$ cat src/rtl/windower_core.sv
// Streaming 1-D sliding-window generator with zero padding at both sequence ends.
// Optional macro WINDOWER_LAST_EN adds last_out, flagging each image's flush window.
module windower_core #(
  parameter int NO_CH         = 16,
  parameter int LOG2_IMG_SIZE = 10,
  parameter int THROUGHPUT    = 1,
  parameter int WINDOW        = 3,
  parameter int PADDDING      = 1
) (
  input  logic             clk,
  input  logic             rst,
  input  logic             vld_in,
  input  logic [NO_CH-1:0] data_in  [THROUGHPUT],
  output logic             vld_out,
  output logic [NO_CH-1:0] data_out [THROUGHPUT+WINDOW-1]
`ifdef WINDOWER_LAST_EN
  ,
  output logic             last_out
`endif
);

  localparam int SPAN   = THROUGHPUT + WINDOW - 1;
  localparam int LOG2_G = LOG2_IMG_SIZE - $clog2(THROUGHPUT);
  localparam int CW     = (LOG2_G > 0) ? LOG2_G : 1;
  localparam logic [CW-1:0] LAST_G = CW'((2 ** LOG2_G) - 1);

  logic [CW-1:0]    cnt_q, cnt_d;
  logic             flush_q, flush_d;
  logic [NO_CH-1:0] prev_q [THROUGHPUT];
  logic [NO_CH-1:0] prev_d [THROUGHPUT];
  logic [NO_CH-1:0] cur_q  [THROUGHPUT];
  logic [NO_CH-1:0] cur_d  [THROUGHPUT];
  logic [NO_CH-1:0] win_q  [SPAN];
  logic [NO_CH-1:0] win_d  [SPAN];
  logic             vld_q, vld_d;
`ifdef WINDOWER_LAST_EN
  logic             last_q, last_d;
`endif

  logic isFirst, isLast, emitBeat;

  assign isFirst  = (cnt_q == '0);
  assign isLast   = (cnt_q == LAST_G);
  assign emitBeat = vld_in && !isFirst;

  // A window is emitted either by a non-first beat (right padding comes from the
  // incoming group) or by the pending flush (right padding forced to zero).
  // The two cannot coincide: the beat after the last one is always group 0.
  always_comb begin
    cnt_d   = cnt_q;
    flush_d = 1'b0;
    prev_d  = prev_q;
    cur_d   = cur_q;
    win_d   = win_q;
    vld_d   = 1'b0;
`ifdef WINDOWER_LAST_EN
    last_d  = 1'b0;
`endif
    if (flush_q || emitBeat) begin
      vld_d = 1'b1;
`ifdef WINDOWER_LAST_EN
      last_d = flush_q;
`endif
      for (int i = 0; i < PADDDING; i++) begin
        win_d[i]                     = prev_q[THROUGHPUT-PADDDING+i];
        win_d[PADDDING+THROUGHPUT+i] = emitBeat ? data_in[i] : '0;
      end
      for (int i = 0; i < THROUGHPUT; i++) begin
        win_d[PADDDING+i] = cur_q[i];
      end
    end
    if (vld_in) begin
      // Group 0 has nothing to its left, so prev is cleared rather than shifted.
      for (int i = 0; i < THROUGHPUT; i++) begin
        prev_d[i] = isFirst ? '0 : cur_q[i];
        cur_d[i]  = data_in[i];
      end
      cnt_d   = isLast ? '0 : cnt_q + CW'(1);
      flush_d = isLast;
    end
  end

  always_ff @(posedge clk) begin
    if (rst) begin
      cnt_q   <= '0;
      flush_q <= 1'b0;
      vld_q   <= 1'b0;
      for (int i = 0; i < THROUGHPUT; i++) begin
        prev_q[i] <= '0;
        cur_q[i]  <= '0;
      end
      for (int i = 0; i < SPAN; i++) begin
        win_q[i] <= '0;
      end
`ifdef WINDOWER_LAST_EN
      last_q  <= 1'b0;
`endif
    end else begin
      cnt_q   <= cnt_d;
      flush_q <= flush_d;
      vld_q   <= vld_d;
      prev_q  <= prev_d;
      cur_q   <= cur_d;
      win_q   <= win_d;
`ifdef WINDOWER_LAST_EN
      last_q  <= last_d;
`endif
    end
  end

  assign vld_out  = vld_q;
  assign data_out = win_q;
`ifdef WINDOWER_LAST_EN
  assign last_out = last_q;
`endif

endmodule

$ cat config.mk
export PLATFORM = sky130hd
export DESIGN_NAME = windower_core
export DESIGN_NICKNAME = d
export VERILOG_FILES = /design/src/rtl/windower_core.sv
export SDC_FILE = /design/constraint.sdc
export NUM_CORES = 1
export LEC_CHECK = 0
export BUFFER_PORTS_ARGS = -buffer_cell sky130_fd_sc_hd__buf_4
export CAP_MARGIN = 40
export CORE_MARGIN = 3
export CORE_UTILIZATION = 35
export DETAILED_ROUTE_END_ITERATION = 6
export GPL_ROUTABILITY_DRIVEN = 0
export HOLD_SLACK_MARGIN = 0.05
export PLACE_DENSITY = 0.62
export SKIP_LAST_GASP = 1
export SYNTH_ARGS = -nofsm -noshare
export SYNTH_HDL_FRONTEND = slang
export SYNTH_SLANG_ARGS = --single-unit
export TNS_END_PERCENT = 10
$ cat constraint.sdc
create_clock -name clk -period 4.9 [get_ports clk]
set_input_delay 0.98 -clock clk [delete_from_list [all_inputs] [get_ports clk]]
set_output_delay 0.98 -clock clk [all_outputs]
set_load 0.05 [all_outputs]
; ---- Word-level counts from Yosys, hierarchy flattened
; Index checks and enable logic that the tools add are counted.
[classes]
div_mod_pow = 0
muxes = 4
n_eq_ne = 1
shifts = 0
n_reduce_logical = 5
bitwise_logic = 1
add_sub_neg = 1
order_cmp = 0
mul = 0
[op_table]
columns = cell, count
row1 = $mux W16, 2
row2 = $add A10 B1 Y10 const B, 1
row3 = $eq A10 B10 Y1 const B, 1
row4 = $logic_not A10 Y1, 1
row5 = $mux W10, 1
row6 = $reduce_or A2 Y1, 1
row7 = $logic_and A1 B1 Y1, 1
row8 = $logic_not A1 Y1, 1
row9 = $logic_or A1 B1 Y1, 1
row10 = $mux W1, 1
row11 = $not A1 Y1, 1
[word_totals]
regBits = 92
latchBits = 0
output_inout_bits = 49
memories = 0
rom_bits = 0
inputBits = 19
elab_cells = 20
ram_bits = 0

; ---- Longest topological paths before layout
; Gate-level depths: netlist (run 1).
[logic_depth]
ltp_word = 5
ltp_mapped = 8
mapped_depth_nobuf = 5

; ---- Least setup slack after synthesis (run 1)
; Ideal clock, no wire load.
[synth_timing]
path_kind = input -> register
startpoint = input port vld_in
endpoint = register cur_q[10] in the netlist's numbering
setup_time_ns = 0.128
arrival_time_ns = 2.199
path_stages = 6
t_required_ns = 4.772
path_buffers = 4
setup_slack_ns = 2.573
cell_sequence = clkbuf_1 > clkbuf_1 > buf_2 > buf_2 > mux2i_1 > nor2_1
[synth_rtl]
columns = item, line
row1 = start: declaration, 12  ; input logic vld_in,
row2 = end signal: assignment, 103  ; cur_q <= cur_d;
row3 = end: declaration, 31  ; logic [NO_CH-1:0] cur_q [THROUGHPUT];

==> results of run 1 <==
-- routing by layer --
metal	share of wire	vias to the layer above	track usage	wire length, um
li1	-	1886	-	-
met1	0.47	1883	0.2348	5650
met2	0.46	123	0.2677	5554
met3	0.051	17	0.04085	609
met4	0.016	0	0.05201	187
met5	0	-	0	0
-- final cells by class --
cell class	count	area (sq um)
fill	1193	6920
multi-input combinational	328	2270
sequential	92	1843
timing repair buffer	74	555.5
clock buffer	11	252.7
tap	168	210.2
clock inverter	5	41.29
inverter	5	18.77
-- cells in the mapped netlist --
master	count
nor4_1	1
buf_1	1
or3_1	4
inv_1	4
nor2b_1	2
o21bai_1	1
buf_2	6
clkbuf_1	40
buf_6	5
nor3b_1	16
nor2_1	20
nand4_1	20
a22o_1	16
a32oi_1	16
nand2_1	38
mux2i_1	16
nor4_2	1
xor2_1	2
and3b_1	16
or4b_2	1
clkinv_1	1
nand3_1	20
o32ai_1	1
nand2b_1	1
ha_1	2
a21oi_1	35
dfxtp_1	92
and4_1	3
o31ai_1	1
or3b_2	32
a221o_1	32
o21ai_0	22
nor3_1	3
or4_1	1
a211oi_1	2
a311oi_1	1
xnor2_1	1
o31a_4	1
-- worst min-delay path by stage --
stage          depth (start not counted)                      end  slack, ns                     from
6_report                               1  prev_q[12]$_SDFFE_PP0P_       0.50  prev_q[12]$_SDFFE_PP0P_
5_1_grt                                1   prev_q[4]$_SDFFE_PP0P_       0.53   prev_q[4]$_SDFFE_PP0P_
4_1_cts                                1  prev_q[12]$_SDFFE_PP0P_       0.50  prev_q[12]$_SDFFE_PP0P_
3_5_place_dp                           1   prev_q[9]$_SDFFE_PP0P_       0.48   prev_q[9]$_SDFFE_PP0P_
3_3_place_gp                           1   prev_q[7]$_SDFFE_PP0P_       0.48   prev_q[7]$_SDFFE_PP0P_
2_1_floorplan                          1   prev_q[0]$_SDFFE_PP0P_       0.46   prev_q[0]$_SDFFE_PP0P_
-- per-stage QoR --
| step | cells | utilization |
|---|---|---|
| after global routing | 683 | 0.4286 |
| after detailed placement | 667 | 0.4043 |
| after floorplan | 477 | - |
| after CTS | 683 | 0.4286 |
| final | 683 | 0.4286 |
| after global placement | 666 | 0.4037 |
-- power groups by stage --
stage	combinational (mW)	sequential, mW	clock, mW
final	0.239	0.808	0.689
after CTS	0.241	0.808	0.705
after detailed placement	0.241	0.825	0
after global placement	0.236	0.824	0
after floorplan	0.103	0.886	0
after global routing	0.256	0.812	0.735
-- critical path, delay by kind of cell --
family	cells	cell delay, ns
AO/OA/AOI/OAI	1	0.15
buffers and inverters	1	0.56
AND/OR/NAND/NOR	2	1.02
-- cells by family (layout without fill, tap and decap cells) --
| kind of cell | after synthesis | in the layout | synth area share |
|---|---|---|---|
| mux | 16 | 16 | 0.03666 |
| simple gates | 179 | 179 | 0.2529 |
| fa+ha+maj | 2 | 2 | 0.005728 |
| buf+inv | 57 | 95 | 0.05929 |
| flops | 92 | 92 | 0.4217 |
| xor+xnor | 3 | 3 | 0.006017 |
| compound gates | 128 | 128 | 0.2177 |
-- state kept, by name, summed over array words and instances (netlist names) --
signal    flops
data_out     48
cnt_q        10
flush_q       1
vld_out       1
cur_q        16
prev_q       16
==> out/metrics.csv, run 1 <==
metric,value,unit
status,finished clean,
Starting DRT DRC Count,434,
drt pass-1 iters,4,
nets,531,
RSZ-0062 raised after global routing,no,
antenna cell count,0,
Synth area leader,dfxtp_1,
Final min period,2.458,ns
Final Skew,0.009816,ns
vias in the first global route,3689,
sw power,0.4993,mW
max-cap viol count,0,
I/O Buffers,67,
ranking of synthesized cells by area,"dfxtp_1, a221o_1, or3b_2",
cts hold-fix bufs,0,
dpl ws,2.110,ns
combinational power share,0.138,
first-pass GRT wire length,19.61,mm
critical path's slowest cell,or4b_2,
crit share post-route,0.5017,
"Reg clk slew, reported paths",0.07,ns
vias,3909,
Num CTS Buffers,9,
CTS tree,built,
Die Width,117.7,um
RR Endpoint,data_out[24]$_SDFFE_PP0P_,
CP endpoint kind,flip-flop,
Clock Power Share,0.397,
area growth from synthesis to layout,18.85,%
placed cell area,4897,sq um
Total GRT Usage,0.1712,
Power per Cell Area,334.5,nW/um^2
register share of total power,0.465,
H-tree depth,3,
Root Driver,clkbuf_16,
TritonCTS Sinks,92,
cell area after layout,5191,sq um
crit-path max FO,72,
VDD IR max,0.0001395,V
P_leak,2.017,nW
CP Data Arrival Time,2.73,ns
Worst Setup SP,vld_in,
post-synthesis sequential area ratio,0.4217,
Int Power,1.237,mW
Synth Cell Area,4368,sq um
slowest cell delay on critical path,0.69,ns
num rows,40,
setup TNS,0,ns
total power,1.736,mW
syn_area_per_cell,9.157,sq um
startpoint types,input pin,
die height,117.7,um
"crit path setup slack, layout",2.442,ns
Post-CTS Setup Bufs,0,
cts repair resizes,0,
Avg WL per Cell,17.57,um
largest net degree at the start of global routing,82,
"commonest non-fill, non-tap cell in the layout",dfxtp_1,
hpwl dp,7.463,mm
Synth Instances,477,
ANT nets after route,0,
WP data required,5.18,ns
initial antenna violation count,0,
Final Routed Wirelength,12.00,mm
final setup violation count,0,
share of post-route cells with drive strength above 1,0.2466,
hold_ws,0.4995,ns
DRC,0,
Synth top area share,0.4217,
worst path cell trace,buf_4 > nand3_1 > or4b_2 > a21oi_1,
Yosys reg bits,92,
core area,12110,sq um
Final Hold Fails,0,
grt total ovfl,0,
fin. max-slew vios,0,
crit path kind,input pin to flip-flop,
actual slew at the worst max-slew pin,0.7969,ns
"commonest cells after routing, fill and taps aside","dfxtp_1, buf_4, nand2_1, a21oi_1",
r2r startpoint,cnt_q[4]$_SDFFE_PP0P_,
yosys warns,0,
CP Capture Point,cnt_q[8]$_SDFFE_PP0P_,
R2R Setup Slk,2.45,ns
sw frac,0.2876,
Highest Clock Rate,406.8,MHz
Hold WC Path Type,flip-flop to flip-flop,
r2r worst-path depth,3,
Top Ports,68,
clock tree buffer depth,2,
"Distinct cells, synth",38,
Syn Nets,498,
initial core utilization,0.3606,
DR vias/cell,5.723,
clock latency on the worst-skew pair,0.35,ns
Die ar.,13860,sq um
Slew Limit Headroom,0.4687,
Note: power is estimated with default switching activity, not from simulation.
==> run 2, diff against run 1 <==
--- a/config.mk
+++ b/config.mk
@@ -5,6 +5,7 @@
 export SDC_FILE = /design/constraint.sdc
 export NUM_CORES = 1
 export LEC_CHECK = 0
+export ABC_AREA = 1
 export BUFFER_PORTS_ARGS = -buffer_cell sky130_fd_sc_hd__buf_4
 export CAP_MARGIN = 40
 export CORE_MARGIN = 3
==> constraint.sdc (replaced) <==
create_clock -name clk -period 2.6 [get_ports clk]
set_input_delay 0.52 -clock clk [delete_from_list [all_inputs] [get_ports clk]]
set_output_delay 0.52 -clock clk [all_outputs]
set_load 0.05 [all_outputs]
==> run 2 against run 1 <==
Compared with the run above: clock skew decreased by 0.0012 ns; global-route usage decreased by 1.6 points; total power increased by 80%; critical path depth increased by 4; non-clock buffer count unchanged; via count decreased by 16%; hold slack got worse by 0.064 ns; synthesized cell count increased by 4.8%; cell count increased by 1.2%; critical path type is now flip-flop to flip-flop; largest cell class is now registers.
==> out/metrics.csv, run 2 <==
metric,value,unit,change
R2R Setup Slk,0.80,ns,-1.65 ns
actual slew at the worst max-slew pin,0.4001,ns,-0.3968 ns
crit share post-route,0.6922,,
Synth Cell Area,3744,sq um,-14%
share of post-route cells with drive strength above 1,0.1982,,-0.04840
crit-path max FO,17,,-76%
yosys warns,0,,unchanged
hpwl dp,6.244,mm,-16%
Die ar.,11970,sq um,-14%
register share of total power,0.494,,+0.029
Starting DRT DRC Count,189,,-56%
ranking of synthesized cells by area,"dfxtp_1, nand2_1, a21oi_1",,
Clock Power Share,0.315,,-0.082
WP data required,2.84,ns,-2.34 ns
ANT nets after route,0,,unchanged
VDD IR max,0.0002728,V,+96%
met1 Usage GRT,0.2156,,-0.01916
Yosys reg bits,92,,unchanged
combinational power share,0.191,,+0.053
Synth top area share,0.4920,,+0.07032
TritonCTS Sinks,92,,unchanged
antenna cell count,0,,unchanged
Root Driver,clkbuf_8,,
post-synthesis sequential area ratio,0.4920,,+0.07032
asr flop ratio synth,0,,unchanged
cts repair resizes,0,,unchanged
Syn Nets,521,,+4.6%
CP Data Arrival Time,2.04,ns,-0.69 ns
crit path kind,flip-flop to flip-flop,,
min-delay src,data_in[10],,
hold_ws,0.4359,ns,-0.06360 ns
met3 Use GR,0.03582,,-0.005027
first-pass GRT wire length,14.71,mm,-25%
"Reg clk slew, reported paths",0.08,ns,about the same
max reg flops,48,,unchanged
met2 Use GR,0.2371,,-0.03056
Worst Hold Endpoint,data_out[10]$_SDFFE_PP0P_,,
Final Routed Wirelength,9.187,mm,-23%
vias in the first global route,2939,,-20%
"EDFF count, synth",0,,unchanged
Slew Limit Headroom,0.7326,,+0.2639
most frequent CP cell,nand3_1,,
Int Power,2.168,mW,+75%
core area,10370,sq um,-14%
slowest cell delay on critical path,0.40,ns,-0.29 ns
Final Skew,0.008649,ns,-0.001167 ns
clock latency on the worst-skew pair,0.35,ns,about the same
Highest Clock Rate,555.6,MHz,
max-cap viol count,0,,unchanged
Post-CTS Setup Bufs,0,,unchanged
"commonest cells after routing, fill and taps aside","nand2_1, dfxtp_1, a21oi_1, buf_4, nor2_1",,
cts hold-fix bufs,0,,unchanged
Final min period,1.800,ns,
WHS Path Cells,3,,+2
nets,572,,+7.7%
worst path cell trace,inv_1 > ha_1 > nand3_1 > o21bai_4 > buf_4 > nand3_1 > nand2_1 > nor2_1,,
Total GRT Usage,0.1557,,-0.01555
Num CTS Buffers,9,,unchanged
startpoint types,flip-flop,,
Top Ports,68,,unchanged
I/O Buffers,67,,unchanged
P_leak,1.979,nW,-1.9%
H-tree depth,3,,unchanged
DR vias/cell,4.740,,-17%
num rows,37,,-7.5%
Final Hold Fails,0,,unchanged
sw frac,0.3054,,+0.01778
area growth from synthesis to layout,20.99,%,
RR Endpoint,data_out[45]$_SDFFE_PP0P_,,
r2r worst-path depth,8,,+5
RSZ-0062 raised after global routing,no,,
ys flop type,dfxtp_1,,
grt total ovfl,0,,unchanged
most frequent cell after synthesis,nand2_1,,
Synth area leader,dfxtp_1,,
CP endpoint kind,flip-flop,,
"commonest non-fill, non-tap cell in the layout",nand2_1,,
clock tree buffer depth,2,,unchanged
vias,3275,,-16%
critical path's slowest cell,o21bai_4,,
DRC,0,,unchanged
r2r startpoint,cnt_q[0]$_SDFFE_PP0P_,,
status,finished clean,,
syn_area_per_cell,7.487,sq um,-18%
Hold WC Path Type,input pin to flip-flop,,
fin. max-slew vios,0,,unchanged
setup TNS,0,ns,unchanged
gr busiest metal,met2,,
largest net degree at the start of global routing,82,,unchanged
drt pass-1 iters,4,,unchanged
initial antenna violation count,0,,unchanged
Power per Cell Area,689.2,nW/um^2,+110%
Die Width,109.4,um,-7.0%
Post-synth top cells,"nand2_1, dfxtp_1, a21oi_1",,
initial core utilization,0.3610,,+0.0003633
Avg WL per Cell,13.30,um,-24%
sw power,0.9531,mW,+91%
final setup violation count,0,,unchanged
"Distinct cells, synth",22,,-42%
Synth Instances,500,,+4.8%
die height,109.4,um,-7.0%
CTS tree,built,,
-- run 2: cell count changes after synthesis, moves of 19 or more --
cell	previous run	this run
or3b_2	32	0
nand2_1	38	128
nand4_1	20	0
o21ai_0	22	1
a21oi_1	35	86
nor2_1	20	47
nand3_1	20	39
clkbuf_1	40	10
a221o_1	32	0
inv_1	4	42
-- run 2: worst max-delay path: cells and delay by family, from the launching register on --
kind | cells | cell delay (ns)
AOI/OAI and AO/OA | 1 | 0.40
buffers and inverters | 2 | 0.43
and+or+nand+nor | 4 | 0.35
DFF | 1 | 0.33
adders and majority gates | 1 | 0.18
-- run 2: power by group through the flow --
| stage | Sequential (mW) | Clock [mW] | Combinational, mW |
|---|---|---|---|
| final | 1.54 | 0.983 | 0.597 |
| after CTS | 1.54 | 1.00 | 0.602 |
| after global placement | 1.58 | 0 | 0.594 |
| after detailed placement | 1.58 | 0 | 0.599 |
| after floorplan | 1.76 | 0 | 0.234 |
| after global routing | 1.55 | 1.06 | 0.652 |
-- run 2: cells by family after synthesis --
logic type,after synthesis,synth area share
simple gates,235,0.2781
xor+xnor,3,0.007020
compound gates,89,0.1217
buf+inv,79,0.09459
fa+ha+maj,2,0.006683
flops,92,0.4920
-- run 2: how the worst max path moves through the flow --
stage,start,slack (ns),endpoint
after detailed placement,vld_in,0.68,data_out[25]$_SDFFE_PP0P_
after global routing,cnt_q[0]$_SDFFE_PP0P_,0.63,data_out[45]$_SDFFE_PP0P_
final,cnt_q[0]$_SDFFE_PP0P_,0.80,data_out[45]$_SDFFE_PP0P_
after floorplan,cnt_q[1]$_SDFFE_PP0P_,1.26,cnt_q[7]$_SDFFE_PP0P_
after CTS,cnt_q[0]$_SDFFE_PP0P_,0.79,data_out[45]$_SDFFE_PP0P_
after global placement,vld_in,0.69,data_out[25]$_SDFFE_PP0P_
-- run 2: metrics by stage --
step	setup slack (ns)	area [sq um]	power (mW)	cells	util
global placement	0.6895	4329	2.169	676	0.4175
CTS	0.7876	4529	3.147	691	0.4368
global route	0.6349	4529	3.262	691	0.4368
finish	0.8002	4529	3.121	691	0.4368
detailed placement	0.6838	4329	2.176	676	0.4175
floorplan	1.264	3744	1.998	500	-
-- run 2: final cells by class --
class / count / area [sq um]
clock buffers: 11 / 151.4
inverters: 45 / 168.9
well taps: 136 / 170.2
clock inverters: 4 / 48.80
flip-flops and latches: 92 / 1842
fillers: 1072 / 5841
multi-input cells: 329 / 1555
repair buffers: 74 / 593.1
-- run 2: layer usage --
layer	up-vias	wire, um
met1	1502	4416
met5	-	0
met2	74	4154
li1	1690	-
met3	9	456
met4	0	159
==> run 3, diff against run 2 <==
--- a/config.mk
+++ b/config.mk
@@ -5,7 +5,7 @@
 export SDC_FILE = /design/constraint.sdc
 export NUM_CORES = 1
 export LEC_CHECK = 0
-export ABC_AREA = 1
+export ABC_AREA = 0
 export BUFFER_PORTS_ARGS = -buffer_cell sky130_fd_sc_hd__buf_4
 export CAP_MARGIN = 40
 export CORE_MARGIN = 3
@@ -13,7 +13,7 @@
 export DETAILED_ROUTE_END_ITERATION = 6
 export GPL_ROUTABILITY_DRIVEN = 0
 export HOLD_SLACK_MARGIN = 0.05
-export PLACE_DENSITY = 0.62
+export PLACE_DENSITY = 0.64
 export SKIP_LAST_GASP = 1
 export SYNTH_ARGS = -nofsm -noshare
 export SYNTH_HDL_FRONTEND = slang
==> constraint.sdc (replaced) <==
create_clock -name clk -period 1.5 [get_ports clk]
set_input_delay 0.3 -clock clk [delete_from_list [all_inputs] [get_ports clk]]
set_output_delay 0.3 -clock clk [all_outputs]
set_load 0.05 [all_outputs]
==> run 3 against run 2 <==
Compared with the run above: the run now ends with setup timing left; critical endpoint is now data_out[20]$_SDFFE_PP0P_; first-iteration DRC count increased by 90%; clock skew increased by 0.0018 ns; hold slack got worse by 0.23 ns; non-clock buffer count increased by 30; sequential cell count unchanged; sequential power increased by 71%; largest power group unchanged; critical path depth decreased by 4.
==> out/metrics.csv, run 3 (synthesized netlist as in run 1, its figures left out) <==
metric,value,unit,change
Die ar.,13860,sq um,+16%
FILL cells,1175,,+9.6%
num rows,40,,+8.1%
share of post-route cells with drive strength above 1,0.2917,,+0.09354
failing checks,setup timing,,
H-tree depth,3,,unchanged
max reg flops,48,,unchanged
dpl cells,697,,+3.1%
area growth from synthesis to layout,26.41,%,
max-cap viol count,0,,unchanged
clock latency on the worst-skew pair,0.35,ns,about the same
Final Skew,0.01048,ns,+0.001828 ns
startpoint types,flip-flop,,
Die Width,117.7,um,+7.6%
status,finished with violations,,
non-filler instance count after layout,713,,+3.2%
hold_ws,0.2045,ns,-0.2315 ns
WP data required,1.73,ns,-1.11 ns
CP Data Arrival Time,2.05,ns,about the same
vias,4070,,+24%
RSZ-0062 raised after global routing,yes,,
Final Hold Fails,0,,unchanged
core area,12110,sq um,+17%
largest net degree at the start of global routing,53,,-35%
fin. max-slew vios,0,,unchanged
Root Driver,clkbuf_16,,
antenna cell count,0,,unchanged
CTS tree,built,,
DR vias/cell,5.708,,+20%
I/O Buffers,67,,unchanged
initial antenna violation count,0,,unchanged
Num CTS Buffers,9,,unchanged
nets,561,,-1.9%
Final min period,1.821,ns,+0.02154 ns
crit path kind,flip-flop to flip-flop,,
dpl ws,-0.3929,ns,-1.077 ns
Avg WL per Cell,17.67,um,+33%
die height,117.7,um,+7.6%
"Reg clk slew, reported paths",0.07,ns,about the same
CP endpoint kind,flip-flop,,
total power,5.927,mW,+90%
hpwl dp,8.374,mm,+34%
actual slew at the worst max-slew pin,0.3454,ns,-0.05469 ns
crit-path max FO,27,,+10
"crit path setup slack, layout",-0.3214,ns,-1.122 ns
DRC,0,,unchanged
final setup violation count,50,,+50
Highest Clock Rate,549.0,MHz,-1.2%
Hold WC Path Type,input pin to flip-flop,,
initial core utilization,0.3606,,-0.0003633
Slew Limit Headroom,0.7678,,+0.03521
VDD IR max,0.0006766,V,+150%
Post-CTS Setup Bufs,0,,unchanged
first-pass GRT wire length,20.77,mm,+41%
vias in the first global route,4026,,+37%
Top Ports,68,,unchanged
Power per Cell Area,1073,nW/um^2,+56%
grt total ovfl,0,,unchanged
"commonest non-fill, non-tap cell in the layout",buf_4,,
P_leak,2.206,nW,+11%
ANT nets after route,0,,unchanged
Starting DRT DRC Count,359,,+90%
setup TNS,-12.64,ns,-12.64 ns
crit share post-route,1.214,,+0.5220
clock tree buffer depth,2,,unchanged
Total GRT Usage,0.1804,,+0.02468
drt pass-1 iters,5,,+1
Final Routed Wirelength,12.60,mm,+37%
"commonest cells after routing, fill and taps aside","buf_4, dfxtp_1, nand2_1, a21oi_1",,
TritonCTS Sinks,92,,unchanged
run 3: path summary, 6_finish.rpt:
path | from | end | slack, ns | cells past startpoint
worst min-delay path | data_in[8] | cur_q[8]$_SDFFE_PP0P_ | 0.20 | 3
worst max register to register | cnt_q[4]$_SDFFE_PP0P_ | data_out[20]$_SDFFE_PP0P_ | -0.32 | 4
worst max-delay path | cnt_q[4]$_SDFFE_PP0P_ | data_out[20]$_SDFFE_PP0P_ | -0.32 | 4
worst min register to register | data_out[41]$_SDFFE_PP0P_ | data_out[41]$_SDFFE_PP0P_ | 0.51 | 1
run 3: cell type report:
cell class / count / area, sq um / share of cell area
clock buffers: 11 / 252.7 / 0.04577
clock inverters: 5 / 66.31 / 0.01201
inverters: 5 / 18.77 / 0.003399
multi-input cells: 328 / 2273 / 0.4117
flip-flops and latches: 92 / 1844 / 0.3340
well taps: 168 / 210.2 / 0.03807
repair buffers: 104 / 855.8 / 0.1550
run 3: per-stage QoR:
| stage | util | instance area, sq um |
|---|---|---|
| floorplan | - | 4373 |
| global placement | 0.4292 | 5199 |
| detailed placement | 0.4292 | 5199 |
| CTS | 0.4559 | 5522 |
| global route | 0.4559 | 5522 |
| finish | 0.4559 | 5522 |
run 3: what timing repair did:
action,4_1_cts,5_1_grt
endpoints found under the hold margin,0,0
setup endpoints to repair,50,58
resized for setup,1,0
pin swaps,1,0
hold buffers,0,0
run 3: worst max-delay path: stages (launching register included):
cell and delay (ns):
dfxtp_2 0.32, or4_4 0.54, o31a_4 0.32, buf_12 0.17, a221o_1 0.35
run 3: metal layers:
metal  global-route usage  wire length, um  vias up
li1                     -                -     1936
met3              0.04757              824       10
met1               0.2314             5571     1971
met2               0.3004             6096      153
met5                    0                0        -
met4              0.04908              106        0
run 3: power by group:
group	switching, mW	total, mW	internal, mW
clock	1.02	2.43	1.41
sequential	0.0939	2.64	2.55
combinational	0.542	0.855	0.313
